## config.mk

```make
export PLATFORM = sky130hd
export DESIGN_NAME = irq_controller
export DESIGN_NICKNAME = d
export VERILOG_FILES = /design/src/rtl/intc_pkg.sv /design/src/rtl/irq_sync_edge.sv /design/src/rtl/irq_controller.sv
export SDC_FILE = /design/constraint.sdc
export NUM_CORES = 1
export LEC_CHECK = 0
export ABC_AREA = 1
export BUFFER_PORTS_ARGS = -buffer_cell sky130_fd_sc_hd__buf_2
export CAP_MARGIN = 40
export CORE_ASPECT_RATIO = 0.9
export CORE_UTILIZATION = 55
export CTS_CLUSTER_DIAMETER = 200
export DETAILED_ROUTE_END_ITERATION = 8
export PLACE_DENSITY = 0.8
export SKIP_LAST_GASP = 1
export SLEW_MARGIN = 20
export SYNTH_ARGS = -nofsm -noshare
export SYNTH_HDL_FRONTEND = slang
export SYNTH_SLANG_ARGS = --single-unit
```

## constraint.sdc

```tcl
create_clock -name clk -period 2.91 [get_ports clk]
set_input_delay 0.291 -clock clk [delete_from_list [all_inputs] [get_ports clk]]
set_output_delay 0.291 -clock clk [all_outputs]
set_load 0.01 [all_outputs]
```

## src/rtl/intc_pkg.sv

```systemverilog
// Shared definitions for the interrupt controller: register offsets,
// control bit positions and the register-select decode helper.
package intc_pkg;

  localparam logic [7:0] OFF_PENDING = 8'h00;
  localparam logic [7:0] OFF_ENABLE  = 8'h04;
  localparam logic [7:0] OFF_TRIGGER = 8'h08;
  localparam logic [7:0] OFF_CLAIM   = 8'h0C;
  localparam logic [7:0] OFF_RAW     = 8'h10;
  localparam logic [7:0] OFF_CTRL    = 8'h14;

  localparam int          CTRL_GIE = 0;
  localparam logic [31:0] ID_NONE  = 32'd0;

  typedef enum logic [2:0] {
    SEL_PENDING,
    SEL_ENABLE,
    SEL_TRIGGER,
    SEL_CLAIM,
    SEL_RAW,
    SEL_CTRL,
    SEL_NONE
  } reg_sel_e;

  // Decodes a word index (byte address bits [7:2]) to a register select.
  function automatic reg_sel_e decode_reg(input logic [5:0] word);
    reg_sel_e sel;
    sel = SEL_NONE;
    if (word == OFF_PENDING[7:2]) sel = SEL_PENDING;
    if (word == OFF_ENABLE[7:2])  sel = SEL_ENABLE;
    if (word == OFF_TRIGGER[7:2]) sel = SEL_TRIGGER;
    if (word == OFF_CLAIM[7:2])   sel = SEL_CLAIM;
    if (word == OFF_RAW[7:2])     sel = SEL_RAW;
    if (word == OFF_CTRL[7:2])    sel = SEL_CTRL;
    return sel;
  endfunction

endpackage

```

## src/rtl/irq_sync_edge.sv

```systemverilog
// Per-source two-flop synchroniser with a trailing history flop,
// giving the synchronised level and a one-cycle rising-edge strobe.
module irq_sync_edge (
  input  logic clk,
  input  logic rst,
  input  logic irq,
  output logic s,
  output logic rise
);

  logic meta;
  logic sync;
  logic prev;

  always_ff @(posedge clk or posedge rst) begin
    if (rst) begin
      meta <= 1'b0;
      sync <= 1'b0;
      prev <= 1'b0;
    end else begin
      meta <= irq;
      sync <= meta;
      prev <= sync;
    end
  end

  assign s    = sync;
  assign rise = sync & ~prev;

endmodule

```

## src/rtl/irq_controller.sv

```systemverilog
// Wishbone-slave interrupt controller: synchronises peripheral requests,
// latches edge sources, arbitrates by fixed priority and runs claim/complete.
module irq_controller
  import intc_pkg::*;
#(
  parameter int NUM_IRQ = 8
) (
  input  logic               clk,
  input  logic               rst,
  input  logic [7:0]         wb_addr,
  input  logic [31:0]        wb_dat_i,
  output logic [31:0]        wb_dat_o,
  input  logic               wb_we,
  input  logic [3:0]         wb_sel,
  input  logic               wb_stb,
  output logic               wb_ack,
  input  logic [NUM_IRQ-1:0] irq_in,
  output logic               irq_out
);

  logic [NUM_IRQ-1:0] s;
  logic [NUM_IRQ-1:0] rise;
  logic [NUM_IRQ-1:0] enable;
  logic [NUM_IRQ-1:0] trigger;
  logic [NUM_IRQ-1:0] edge_pend;
  logic [NUM_IRQ-1:0] in_service;
  logic [NUM_IRQ-1:0] pending;
  logic [NUM_IRQ-1:0] req;
  logic [NUM_IRQ-1:0] claim_mask;
  logic [NUM_IRQ-1:0] complete_mask;
  logic [NUM_IRQ-1:0] w1c_mask;
  logic               gie;
  logic               access;
  logic               wr;
  logic               rd;
  reg_sel_e           sel;
  logic [31:0]        claim_id;
  logic [31:0]        rd_data;
  logic               unused_bits;

  assign unused_bits = ^{wb_sel, wb_addr[1:0]};

  for (genvar i = 0; i < NUM_IRQ; i++) begin : g_sync
    irq_sync_edge u_sync (
      .clk  (clk),
      .rst  (rst),
      .irq  (irq_in[i]),
      .s    (s[i]),
      .rise (rise[i])
    );
  end

  // Edge sources report their latch, level sources follow the live input.
  assign pending = (trigger & edge_pend) | (~trigger & s);
  assign req     = pending & enable & ~in_service;

  assign access = wb_stb & ~wb_ack;
  assign wr     = access & wb_we;
  assign rd     = access & ~wb_we;
  assign sel    = decode_reg(wb_addr[7:2]);

  // Lowest index wins, so scan downwards and let lower sources overwrite.
  always_comb begin
    claim_id = ID_NONE;
    for (int i = NUM_IRQ - 1; i >= 0; i--) begin
      if (req[i]) claim_id = 32'(i + 1);
    end
  end

  always_comb begin
    claim_mask    = '0;
    complete_mask = '0;
    w1c_mask      = '0;
    for (int i = 0; i < NUM_IRQ; i++) begin
      claim_mask[i]    = rd && (sel == SEL_CLAIM) && (claim_id == 32'(i + 1));
      complete_mask[i] = wr && (sel == SEL_CLAIM) && (wb_dat_i == 32'(i + 1));
    end
    if (wr && (sel == SEL_PENDING)) w1c_mask = wb_dat_i[NUM_IRQ-1:0];
  end

  always_comb begin
    rd_data = '0;
    case (sel)
      SEL_PENDING: rd_data[NUM_IRQ-1:0] = pending;
      SEL_ENABLE:  rd_data[NUM_IRQ-1:0] = enable;
      SEL_TRIGGER: rd_data[NUM_IRQ-1:0] = trigger;
      SEL_CLAIM:   rd_data = claim_id;
      SEL_RAW:     rd_data[NUM_IRQ-1:0] = s;
      SEL_CTRL:    rd_data[CTRL_GIE] = gie;
      default:     rd_data = '0;
    endcase
  end

  // All side effects land on the same edge that raises ack, so each
  // access acts exactly once; a new edge beats a simultaneous clear.
  always_ff @(posedge clk or posedge rst) begin
    if (rst) begin
      wb_ack     <= 1'b0;
      wb_dat_o   <= '0;
      enable     <= '0;
      trigger    <= '0;
      gie        <= 1'b0;
      edge_pend  <= '0;
      in_service <= '0;
      irq_out    <= 1'b0;
    end else begin
      wb_ack <= access;
      if (rd) wb_dat_o <= rd_data;
      if (wr && (sel == SEL_ENABLE))  enable  <= wb_dat_i[NUM_IRQ-1:0];
      if (wr && (sel == SEL_TRIGGER)) trigger <= wb_dat_i[NUM_IRQ-1:0];
      if (wr && (sel == SEL_CTRL))    gie     <= wb_dat_i[CTRL_GIE];
      edge_pend  <= trigger & ((edge_pend & ~(w1c_mask | claim_mask)) | rise);
      in_service <= (in_service & ~complete_mask) | claim_mask;
      irq_out    <= gie & (|req);
    end
  end

endmodule
```

# Word-level counts from Yosys, hierarchy flattened
# Index checks and enable logic that the tools add are counted.
# word_totals
regBits	91
output_inout_bits	34
elab_cells	138
# classes
eq_ne	26
mux	18
n_bitwise	37
n_reduce_logical	25
# op_table
operator	n
32-bit by 3-bit == test with 1-bit output (second input constant)	8
32-bit 2-to-1 mux	7
32-bit by 2-bit == test with 1-bit output (second input constant)	4
32-bit by 1-bit == test with 1-bit output (second input constant)	2
32-bit by 4-bit == test with 1-bit output (second input constant)	2
8-bit bitwise AND	7
7-bit case mux with 5 select lines	1
8-bit inverter	4
8-bit bitwise OR	4
24-bit 2-to-1 mux	1
1-bit logical AND	22
3-bit 2-to-1 mux	6
1-bit bitwise AND	12
6-bit by 2-bit == test with 1-bit output (second input constant)	2
6-bit by 3-bit == test with 1-bit output (second input constant)	2
1-bit inverter	10
8-bit 2-to-1 mux	1
8-bit OR reduction	1
3-bit by 2-bit == test with 1-bit output (second input constant)	2
3-bit == test (second input constant)	2
6-bit by 1-bit == test with 1-bit output (second input constant)	1
6-bit logical NOT	1
1-bit case mux with 6 select lines	1
4-bit 2-to-1 mux	1
other kinds (2)	2

# Longest topological paths before layout
# Gate-level depths: netlist of run 1.
# depth
ltp_word	20
mapped_depth	13

# Modules after synthesis
# From an unflattened synthesis of run 1, not the netlist that was laid out.
# unflattened
cells_unflattened	434
area_unflattened_um2	3574.7
# modules_own_cells
mod	n_inst	cells_each	area_per_inst_um2	seq_area_each_um2
irq_controller	1	386	2864.0	1076.0
irq_sync_edge	8	6	88.8	75.1

# Least setup slack after synthesis of run 1
# OpenSTA, ideal clock, no wires.
# synth_timing
kind	reg-to-reg
start	reg wb_ack
end	reg enable[0]
setup_time_ns	0.131
t_arrival_ns	1.230
slack_ns	1.549
stages_incl_launch_ff	8
n_path_buf	1
synth_period_minus_slack_ns	1.361
path_cell_list	dfrtp_1 -> nor2_2 -> nand2_1 -> inv_2 -> nand3_1 -> clkbuf_1 -> nand2_1 -> o21ai_0
# synth_between
elab_chain_cells	4
# synth_lines
element	line	text
start, declared	irq_controller.sv:16	output logic wb_ack,
start signal, assigned	irq_controller.sv:107	wb_ack <= access;
1-bit inverter	irq_controller.sv:57	assign access = wb_stb & ~wb_ack;
1-bit bitwise AND	irq_controller.sv:57	
via access	irq_controller.sv:33	logic access;
1-bit bitwise AND	irq_controller.sv:58	assign wr = access & wb_we;
1-bit logical AND	irq_controller.sv:109	if (wr && (sel == SEL_ENABLE)) enable <= wb_dat_i[NUM_IRQ-1:0];
end signal, assigned	irq_controller.sv:109	
end, declared	irq_controller.sv:23	logic [NUM_IRQ-1:0] enable;
# The timed path passes the listed nets, and every way through them passes these cells.
# A chain may end at the register's enable or synchronous reset.

# Worst setup path in the final report of run 1
# Ends and elaborated chain as after synthesis.

==> results of run 1 <==
==> power by group through the flow <==
stage / clock network (uW) / logic (uW) / registers, uW
6_report: 790 / 158 / 983
5_1_grt: 849 / 181 / 986
4_1_cts: 806 / 159 / 982
3_5_place_dp: 0 / 157 / 1000
3_3_place_gp: 0 / 152 / 998
2_1_floorplan: 0 / 116 / 997
==> cell type report <==
class                      count  share of cell area
clock buffer                  12             0.04300
clock inverter                 2            0.009121
inverter                      65             0.06352
multi-input combinational    293              0.3417
sequential                    67              0.4365
tap                           70             0.02280
timing repair buffer          62             0.08339
==> registers in the layout, summed over array words and instances (netlist names) <==
register            flops
edge_pend               8
enable                  8
g_sync.u_sync.meta      8
g_sync.u_sync.prev      8
g_sync.u_sync.s         8
in_service              8
trigger                 8
wb_dat_o                8
gie                     1
irq_out                 1
wb_ack                  1
==> cells by family (layout without fill, tap and decap cells) <==
group,count (synthesis),count (layout)
buffers and inverters,92,141
flip-flops,67,67
AND/OR/NAND/NOR,209,209
AO/OA/AOI/OAI,60,60
other,1,24
==> cell usage after synthesis (6+ instances only) <==
master,number
nor2_1,38
dfrtp_1,67
inv_1,59
o21ai_1,12
inv_2,6
nor2_2,7
nand4_1,7
nand2_1,132
nand3_1,12
buf_4,24
o21ai_0,21
a21oi_1,13
==> worst paths after layout <==
| check | start | endpoint |
|---|---|---|
| setup / recovery | wb_ack | enable[0] |
| hold / removal | irq_in[3] | g_sync[3].u_sync.meta |
| setup reg to reg | wb_ack | enable[0] |
| hold reg to reg | g_sync[1].u_sync.meta | g_sync[1].u_sync.s |
| max in group asynchronous | rst | wb_dat_o[2] |
| min in group asynchronous | rst | g_sync[3].u_sync.meta |
==> repair_timing <==
action | in CTS | in global routing
hold endpoints to repair | 24 | 0
buffers inserted | 0 | 0
hold buffers | 1 | 0
resized for setup | 0 | 0
==> per-layer routing <==
metal,vias up,GRT usage
met1,1362,0.3506
met3,10,0.07952
met4,0,0.09138
met5,-,0
li1,1423,-
met2,134,0.4115
==> metrics by stage <==
stage          worst slack [ns]    util  total power, uW
2_1_floorplan            0.9358       -             1113
4_1_cts                   1.191  0.6671             1947
6_report                  1.173  0.6671             1931
5_1_grt                  0.9470  0.6671             2017
3_5_place_dp              1.164  0.6306             1157
3_3_place_gp              1.212  0.6306             1150
==> results by group, run 1 <==
Drt
  – DR WL/cell: 13.15 um
  – First-pass detailed-route iteration total: 7
  – Initial DRC count: approximately 300
  – Vias per inst: between 5 and 6
  – Total Wirelength: roughly 7500 um
  – WL met1: 3267 um
  – Antenna-violating nets left: 0
  – Met3 WL: just over 600 um
  – Top sig layer: met4
  – Vias after detailed routing: roughly 2900
  – # DRC: 18
  – Met2 wire length: roughly 3500 um

Floorplanning
  – Die area: 6388 sq um
  – IO Pins: 90
  – Row count: 26
  – Core area: 5758 sq um
  – Die Wd: 84.14 um
  – Die Y: 75.92 um
  – Initial Util: 0.5800

Min path
  – Worst Hold Class: input pin to flip-flop
  – Hold path depth: 1

Synth
  – Synth cell types: 29
  – Synth async-reset ratio: 1.000
  – Cells after Synth: 429
  – Compound-cell area share of the yosys netlist: 0.09966
  – Mapped Avg Cell Area: 7.784 sq um
  – Mapped Area: between 3000 and 4000 sq um
  – Yosys Warn Count: 0
  – EDFF count, synth: 0
  – Area share of and/or/nand/nor cells after synthesis: 0.2664
  – Post-Synth XOR/XNOR Area: 0
  – Post-synthesis mux area share: 0
  – Sequential cell area fraction in the yosys report: 0.5021
  – Synth Area in Adders: 0
  – Synth area leader: dfrtp_1
  – Area contributors post-synth: dfrtp_1 50%, nand2_1 15%, inv_1 6.6%, buf_4 5.4%, nor2_1 4.3%
  – Synth Flop Type: dfrtp_1
  – Yosys reg bits: 67
  – Largest family of logic cells by synthesized area: simple AND/OR/NAND/NOR gates
  – Synth top area share: 0.5021

Place
  – Cells after DPL: around 560
  – Buffers added on ports: 59
  – Dpl hpwl: 5471 um
  – RePlAce Congestion: 0.9094
  – Placed Area: 3631 sq um

GRT
  – Gr usage total: 0.2634
  – Initial antenna violation count: 0
  – Vias in the first global route: 2817
  – First-pass GRT wire length: 12890 um
  – Largest net degree at the start of global routing: 44
  – Grt total ovfl: 0

Run
  – Maxcap violations: 0

Cells and area
  – Post-route cell area: 3841 sq um
  – Post-Layout Cell Count: 571
  – # fillers: between 500 and 600
  – Nets: 554
  – Most frequent cells in the layout: 132 x nand2_1, 67 x dfrtp_1, 59 x buf_2
  – Antenna Cells: 0
  – Most common cell after layout, fill and taps aside: nand2_1
  – Share of cells above drive strength 1: 0.1996
  – Reg area: 1677 sq um
  – Multi-input logic area: ~1300 sq um
  – Area delta synth->final: 15.02%

CTS
  – Root buffer cell: clkbuf_8
  – Register clock-pin slew on the reported worst setup and hold paths: 0.07 ns
  – CTS tree: yes
  – Clock Latency Late Sink: 0.35 ns
  – Clock sinks: 67
  – Buffers from clock root to sink, at most: 2
  – TritonCTS Buffers: 9
  – H-tree depth: 3

Critical path
  – Buf/Inv on CP: 1
  – Setup CP Type: flip-flop to flip-flop
  – CP Cell Sequence: nor2_2 -> nand2_1 -> inv_2 -> nand3_1 -> o21ai_0
  – Crit-path max FO: 16
  – Stages on the worst setup path: 5
  – Reg2reg setup slack: roughly 1.2 ns
  – Critical Path AT: between 1.5 and 2 ns
  – Crit end category: flip-flop
  – Startpoint Class: flip-flop
  – Max incr delay on CP: around 0.49 ns
  – Crit path required time: roughly 3.2 ns
  – Crit path max-delay family: simple AND/OR/NAND/NOR gates
  – CP max stage cell: nand3_1
  – Reg2Reg Depth: 5

Timing
  – Final worst-path cycle share: 0.5968
  – Setup tns final: 0 ns
  – Max Fclk: 575.8 MHz
  – Final setup vio count: 0
  – Worst rel slew slack: 0.5664
  – Minimum clock period: around 1.7 ns
  – Final Max Slew Viols: 0
  – Final hold vios: 0
  – Final setup skew: 0.006101 ns
  – Hold_ws: between 0.04 and 0.05 ns
  – Worst-margin pin slew: approximately 0.65 ns
  – RSZ-0062 raised after global routing: no

Pwr
  – Maximum VDD drop: 0.3517 mV
  – Internal: 1472 uW
  – Reg power frac: 0.509
  – Power per cell area: ~500 nW/um^2
  – Switch Pwr: 458.7 uW
  – Clock power frac: 0.409
  – Lkg Pwr: 0.002120 uW
  – Sw Share: 0.2376
  – Part of the power in combinational logic: 0.082

Run status
  – Outcome: finished with violations
  – Failing checks: DRC
Note: power is estimated with default switching activity, not from simulation.
==> run 2, diff against run 1 <==
Settings changed: CORE_UTILIZATION 55 to 47, PLACE_DENSITY 0.8 to 0.72.
Clock period 2.91 ns to 1.4 ns, I/O delays scaled along.
==> run 2 against run 1 <==
  * The run ends with setup timing left
  * Register-to-register slack worse by 1.4 ns
  * Flip-flop and latch count did not move
  * Via count up 10%
  * Critical path depth increased by 5
  * Count of clock-buffer cells in the layout did not move
  * Worst setup slack lost 1.4 ns
  * First-iteration DRC count shrank 5.0%
  * Power rose by 130%
  * Final cell count up 16%
  * Critical path type unchanged
  * Critical endpoint is now edge_pend[2]
  * Largest cell class unchanged
  * Largest power group unchanged
==> results by group, run 2 (synthesis results as in run 1) <==
Run status
  – Outcome: finished with violations
  – Failing checks: setup timing

GRT
  – Vias in the first global route: 2978 (+5.7%)
  – First-pass GRT wire length: 13650 um (+5.9%)
  – Initial antenna violation count: 0 (unchanged)
  – Largest net degree at the start of global routing: 68 (+55%)
  – Grt total ovfl: 0 (unchanged)
  – Gr usage total: 0.2385 (-0.02485)

Critical path
  – Crit path launch: trigger[6]
  – Crit end category: flip-flop
  – Buf/Inv on CP: 1 (unchanged)
  – Crit-path most repeated cell: nand2_2
  – Startpoint Class: flip-flop
  – CP max stage cell: dfrtp_1
  – FF-to-FF Start: trigger[6]
  – Crit path required time: 1.64 ns (-1.52 ns)
  – Max incr delay on CP: 0.41 ns (-0.08 ns)
  – Crit path max-delay family: simple AND/OR/NAND/NOR gates
  – Crit-path max FO: 3 (-13)
  – Critical Path AT: 1.91 ns (-0.07 ns)
  – CP Cell Sequence: inv_2 -> nand2_2 -> nand3_2 -> nand2_2 -> nor2_2 -> nand2_1 -> a21boi_0 -> nand2_2 -> nand2_1 -> a21oi_1
  – Setup CP Type: flip-flop to flip-flop

Run
  – Maxcap violations: 0 (unchanged)

Place
  – Dpl hpwl: 6190 um (+13%)
  – Buffers added on ports: 59 (unchanged)
  – RePlAce Congestion: 0.9501 (+4.5%)
  – Pre-CTS setup slack: -0.1615 ns (-1.326 ns)

Pwr
  – Maximum VDD drop: 0.6399 mV (+82%)
  – Lkg Pwr: 0.002505 uW (+18%)
  – Internal: 3312 uW (+130%)
  – Sw Share: 0.2394 (+0.001878)
  – Part of the power in combinational logic: 0.112 (+0.030)
  – Clock power frac: 0.421 (+0.012)
  – Power per cell area: 928.2 nW/um^2 (+85%)
  – Reg power frac: 0.468 (-0.041)
  – Switch Pwr: 1043 uW (+130%)

CTS
  – Clock sinks: 67 (unchanged)
  – CTS tree: yes
  – Clock Latency Late Sink: 0.35 ns (about the same)
  – Register clock-pin slew on the reported worst setup and hold paths: 0.07 ns (about the same)
  – Buffers from clock root to sink, at most: 2 (unchanged)
  – TritonCTS Buffers: 9 (unchanged)
  – H-tree depth: 3 (unchanged)
  – Root buffer cell: clkbuf_8

Floorplanning
  – Row count: 28 (+7.7%)
  – Core area: 6726 sq um (+17%)
  – Initial Util: 0.4965 (-0.08350)
  – Die Y: 81.97 um (+8.0%)
  – Die area: 7447 sq um (+17%)
  – IO Pins: 90 (unchanged)
  – Die Wd: 90.85 um (+8.0%)

Cells and area
  – Util after Layout: 0.6975 (+0.03044)
  – Share of cells above drive strength 1: 0.3667 (+0.1671)
  – Nets: 621 (+12%)
  – Area delta synth->final: 40.50%
  – Most common cell after layout, fill and taps aside: nand2_1
  – Antenna Cells: 0 (unchanged)
  – Most frequent cells in the layout: 106 x nand2_1, 67 x dfrtp_1, 59 x buf_2
  – # fillers: 534 (+5.5%)

Timing
  – Setup tns final: -1.486 ns (-1.486 ns)
  – Final worst-path cycle share: 1.196 (+0.5990)
  – Final Max Slew Viols: 0 (unchanged)
  – Max Fclk: 597.4 MHz (+3.7%)
  – RSZ-0062 raised after global routing: yes
  – Minimum clock period: 1.674 ns (-0.06260 ns)
  – Hold_ws: 0.08947 ns (+0.04414 ns)
  – Final hold vios: 0 (unchanged)
  – Final setup skew: 0.007605 ns (+0.001504 ns)
  – Final WS setup: -0.2740 ns (-1.447 ns)
  – Final setup vio count: 13 (+13)

Drt
  – Antenna-violating nets left: 0 (unchanged)
  – First-pass detailed-route iteration total: 7 (unchanged)
  – DR WL/cell: 13.72 um (+4.4%)
  – Vias per inst: 4.894 (-4.6%)
  – Vias after detailed routing: 3230 (+10%)
  – # DRC: 0 (-18)
  – Initial DRC count: 283 (-5.0%)
  – Total Wirelength: 9057 um (+21%)

Min path
  – Worst Hold Launch: wb_dat_i[6]
  – Worst Hold Class: input pin to flip-flop
-- run 2: path summary, 6_finish.rpt --
kind                                         end  slack, ns  depth (start not counted)
min                                    enable[6]       0.09                          3
min reg2reg                   g_sync[1].u_sync.s       0.35                          0
max in group asynchronous             trigger[0]       0.68                          4
min in group asynchronous  g_sync[3].u_sync.meta       0.44                          4
max                                 edge_pend[2]      -0.27                         10
max reg2reg                         edge_pend[2]      -0.27                         10
-- run 2: cell type report --
type | instances | area, sq um | area share
repair buffers | 129 | 895.9 | 0.1909
well taps | 90 | 112.6 | 0.02400
clock inverters | 4 | 72.57 | 0.01547
multi-input cells | 293 | 1525 | 0.3251
flip-flops and latches | 67 | 1677 | 0.3573
clock buffers | 12 | 155.1 | 0.03307
inverters | 65 | 254.0 | 0.05413
-- run 2: what timing repair did --
item,CTS,global route
endpoints found under the hold margin,75,0
hold buffers,9,0
gates cloned,0,1
pin swaps,11,36
buffers inserted,5,6
endpoints found under the setup margin,18,28
resized for setup,23,54
-- run 2: power groups by stage --
stage | clock network [uW] | logic (uW) | registers, uW
floorplan | 0 | 241 | 2070
global placement | 0 | 396 | 2070
detailed placement | 0 | 406 | 2070
CTS | 1850 | 450 | 2030
global route | 1940 | 541 | 2040
finish | 1830 | 486 | 2040
-- run 2: per-layer routing --
| layer | vias to the layer above | track usage | routed length, um |
|---|---|---|---|
| li1 | 1564 | - | - |
| met1 | 1497 | 0.3098 | 3976 |
| met2 | 140 | 0.4000 | 4247 |
| met3 | 29 | 0.04815 | 594 |
| met4 | 0 | 0.08889 | 239 |
| met5 | - | 0 | 0 |
-- run 2: tightest hold or removal path, cell delays in order --
cell	delay, ns
buf_2	0.07
inv_1	0.06
o21ai_1	0.13
-- run 2: per-stage QoR --
step / area (sq um) / power, uW / instances
floorplan: 3430 / 2314 / 452
global placement: 4050 / 2464 / 623
detailed placement: 4050 / 2478 / 623
CTS: 4479 / 4335 / 653
global route: 4692 / 4520 / 660
finish: 4692 / 4355 / 660
==> run 3, diff against run 2 <==
Settings changed: RECOVER_POWER from default to 25.
==> run 3 against run 2 <==
  * The run still ends with setup timing left
  * Global-route usage stayed put
  * Power is 0.50% lower
  * Sequential power hardly changed
  * Fmax is 0.87% higher
  * Wire length is 0.85% lower
  * Register-to-register slack hardly changed
  * Worst hold slack better by 0.0017 ns
  * Sequential share of layout area is 0.25 points higher
  * Final cell count stayed put
  * Die area stayed put
  * Count of clock-buffer cells in the layout stayed put
  * Highest routed layer unchanged
==> results by group, run 3 (synthesis results as in run 1) <==
Timing
  – Worst rel slew slack: 0.4524
  – Setup tns final: -1.400 ns (+0.08645 ns)
  – Worst-margin pin slew: about 0.8 ns
  – Final WS setup: -0.2596 ns (+0.01445 ns)
  – Final setup vio count: 13 (unchanged)
  – Final worst-path cycle share: 1.185 (-0.01032)
  – Final Max Slew Viols: 0 (unchanged)
  – Minimum clock period: 1.660 ns (-0.01445 ns)
  – Final setup skew: 0.007813 ns (+0.0002081 ns)
  – Final hold vios: 0 (unchanged)
  – RSZ-0062 raised after global routing: yes
  – Max Fclk: 602.6 MHz (+0.87%)

Min path
  – Worst Hold Launch: wb_dat_i[6]
  – Worst Hold Class: input pin to flip-flop
  – Hold path depth: 3 (unchanged)
  – Worst Hold End: enable[6]

GRT
  – Gr usage total: 0.2385 (unchanged)
  – Grt total ovfl: 0 (unchanged)
  – Initial antenna violation count: 0 (unchanged)
  – Largest net degree at the start of global routing: 68 (unchanged)
  – First-pass GRT wire length: 13650 um (unchanged)
  – Vias in the first global route: 2978 (unchanged)

Run status
  – Outcome: finished with violations
  – Failing checks: setup timing

Drt
  – # DRC: 0 (unchanged)
  – Vias per inst: 4.874 (-0.40%)
  – Total Wirelength: 8980 um (-0.85%)
  – Initial DRC count: 280 (-1.1%)
  – Vias after detailed routing: 3217 (-0.40%)
  – Antenna-violating nets left: 0 (unchanged)
  – DR WL/cell: 13.61 um (-0.85%)
  – First-pass detailed-route iteration total: 5 (-2)

Floorplanning
  – Die Y: 81.97 um (unchanged)
  – Row count: 28 (unchanged)
  – Core area: 6726 sq um (unchanged)
  – IO Pins: 90 (unchanged)
  – Initial Util: 0.4965 (unchanged)
  – Die Wd: 90.85 um (unchanged)
  – Die area: 7447 sq um (unchanged)

CTS
  – Clock Latency Late Sink: 0.35 ns (about the same)
  – CTS tree: yes
  – Buffers from clock root to sink, at most: 2 (unchanged)
  – Root buffer cell: clkbuf_8
  – Clock sinks: 67 (unchanged)
  – Register clock-pin slew on the reported worst setup and hold paths: 0.07 ns (about the same)
  – H-tree depth: 3 (unchanged)
  – TritonCTS Buffers: 9 (unchanged)

Pwr
  – Lkg Pwr: 0.002479 uW (-1.0%)
  – Maximum VDD drop: 0.6361 mV (-0.59%)
  – Power per cell area: 929.9 nW/um^2 (+0.19%)

Critical path
  – Startpoint Class: flip-flop
  – Crit end category: flip-flop
  – Crit path launch: edge_pend[6]
  – Critical Path AT: 1.90 ns (about the same)
  – FF-to-FF Start: edge_pend[6]
  – Crit path required time: 1.64 ns (about the same)
  – Reg2reg setup slack: -0.26 ns (about the same)
  – Setup CP Type: flip-flop to flip-flop
  – Reg2Reg Depth: 10 (unchanged)
  – Crit Reg-Reg Endpoint: edge_pend[2]
  – Crit-path max FO: 2 (-1)

Cells and area
  – Antenna Cells: 0 (unchanged)
  – Most common cell after layout, fill and taps aside: nand2_1
  – Most frequent cells in the layout: 106 x nand2_1, 67 x dfrtp_1, 58 x buf_2
  – Area delta synth->final: 39.53%
  – Nets: 621 (unchanged)
  – Share of cells above drive strength 1: 0.3561 (-0.01053)

Place
  – Dpl hpwl: 6190 um (unchanged)
  – RePlAce Congestion: 0.9501 (unchanged)
  – Buffers added on ports: 59 (unchanged)
  – Pre-CTS setup slack: -0.1615 ns (unchanged)

Run
  – Maxcap violations: 0 (unchanged)
## run 3: cell types whose count changed in the layout (fill, tap and decap cells not counted)
cell      previous run  this run
clkbuf_1             1         7
buf_4               55        51
buf_2               59        58
buf_12               3         2
## run 3: metal layers
layer  track usage  share of wire  vias up
li1              -              -     1563
met1        0.3098           0.43     1489
met2        0.4000           0.47      138
met3       0.04815          0.067       27
met4       0.08889          0.026        0
met5             0              0        -
## run 3: critical path, cell delays in order (launching register included)
cell and delay [ns]:
dfrtp_1 0.39, inv_1 0.08, nand2_2 0.07, nand3_2 0.10
nand2_2 0.08, nor2_2 0.13, nand2_1 0.07, a21boi_0 0.32
nand2_2 0.14, nand2_1 0.09, a21oi_1 0.06
## run 3: power breakdown
part	total, uW	switching [uW]	internal (uW)	leakage (uW)
logic	474	272	202	0.00150
registers	2040	33.9	2000	0.000871
clock network	1820	725	1100	0.000113
## run 3: metrics by stage
step | cell area, sq um | std cells | hold WS (ns) | util | total power, uW
2_1_floorplan | 3430 | 452 | 0.1714 | - | 2314
6_report | 4659 | 660 | 0.09112 | 0.6927 | 4333
3_3_place_gp | 4050 | 623 | 0.2479 | 0.6021 | 2464
5_1_grt | 4659 | 660 | 0.1167 | 0.6927 | 4508
3_5_place_dp | 4050 | 623 | 0.2493 | 0.6021 | 2478
4_1_cts | 4479 | 653 | 0.01663 | 0.6659 | 4335
## run 3: repair_timing
| action | 4_1_cts | 5_1_grt |
|---|---|---|
| hold buffers | 9 | 0 |
| setup buffers | 5 | 6 |
| resized for setup | 23 | 54 |
| setup endpoints to repair | 18 | 28 |
| pin swaps | 11 | 36 |
| gates cloned | 0 | 1 |
| endpoints found under the hold margin | 75 | 0 |
## run 3: cell type report
class                           instances  area [sq um]
Multi-Input combinational cell        293          1525
Clock inverter                          4         72.57
Inverter                               65         254.0
Sequential cell                        67          1677
Fill cell                             541          2067
Clock buffer                           12         155.1
Timing Repair Buffer                  129         863.3
Tap cell                               90         112.6
## run 3: how the worst max path moves through the flow
stage / endpoint / slack [ns] / cells past startpoint
after global placement: edge_pend[3] / -0.08 / 10
after CTS: edge_pend[2] / -0.09 / 13
after detailed placement: edge_pend[3] / -0.16 / 11
after global routing: edge_pend[2] / -0.34 / 10
after floorplan: enable[0] / 0.04 / 7
final: edge_pend[2] / -0.26 / 10
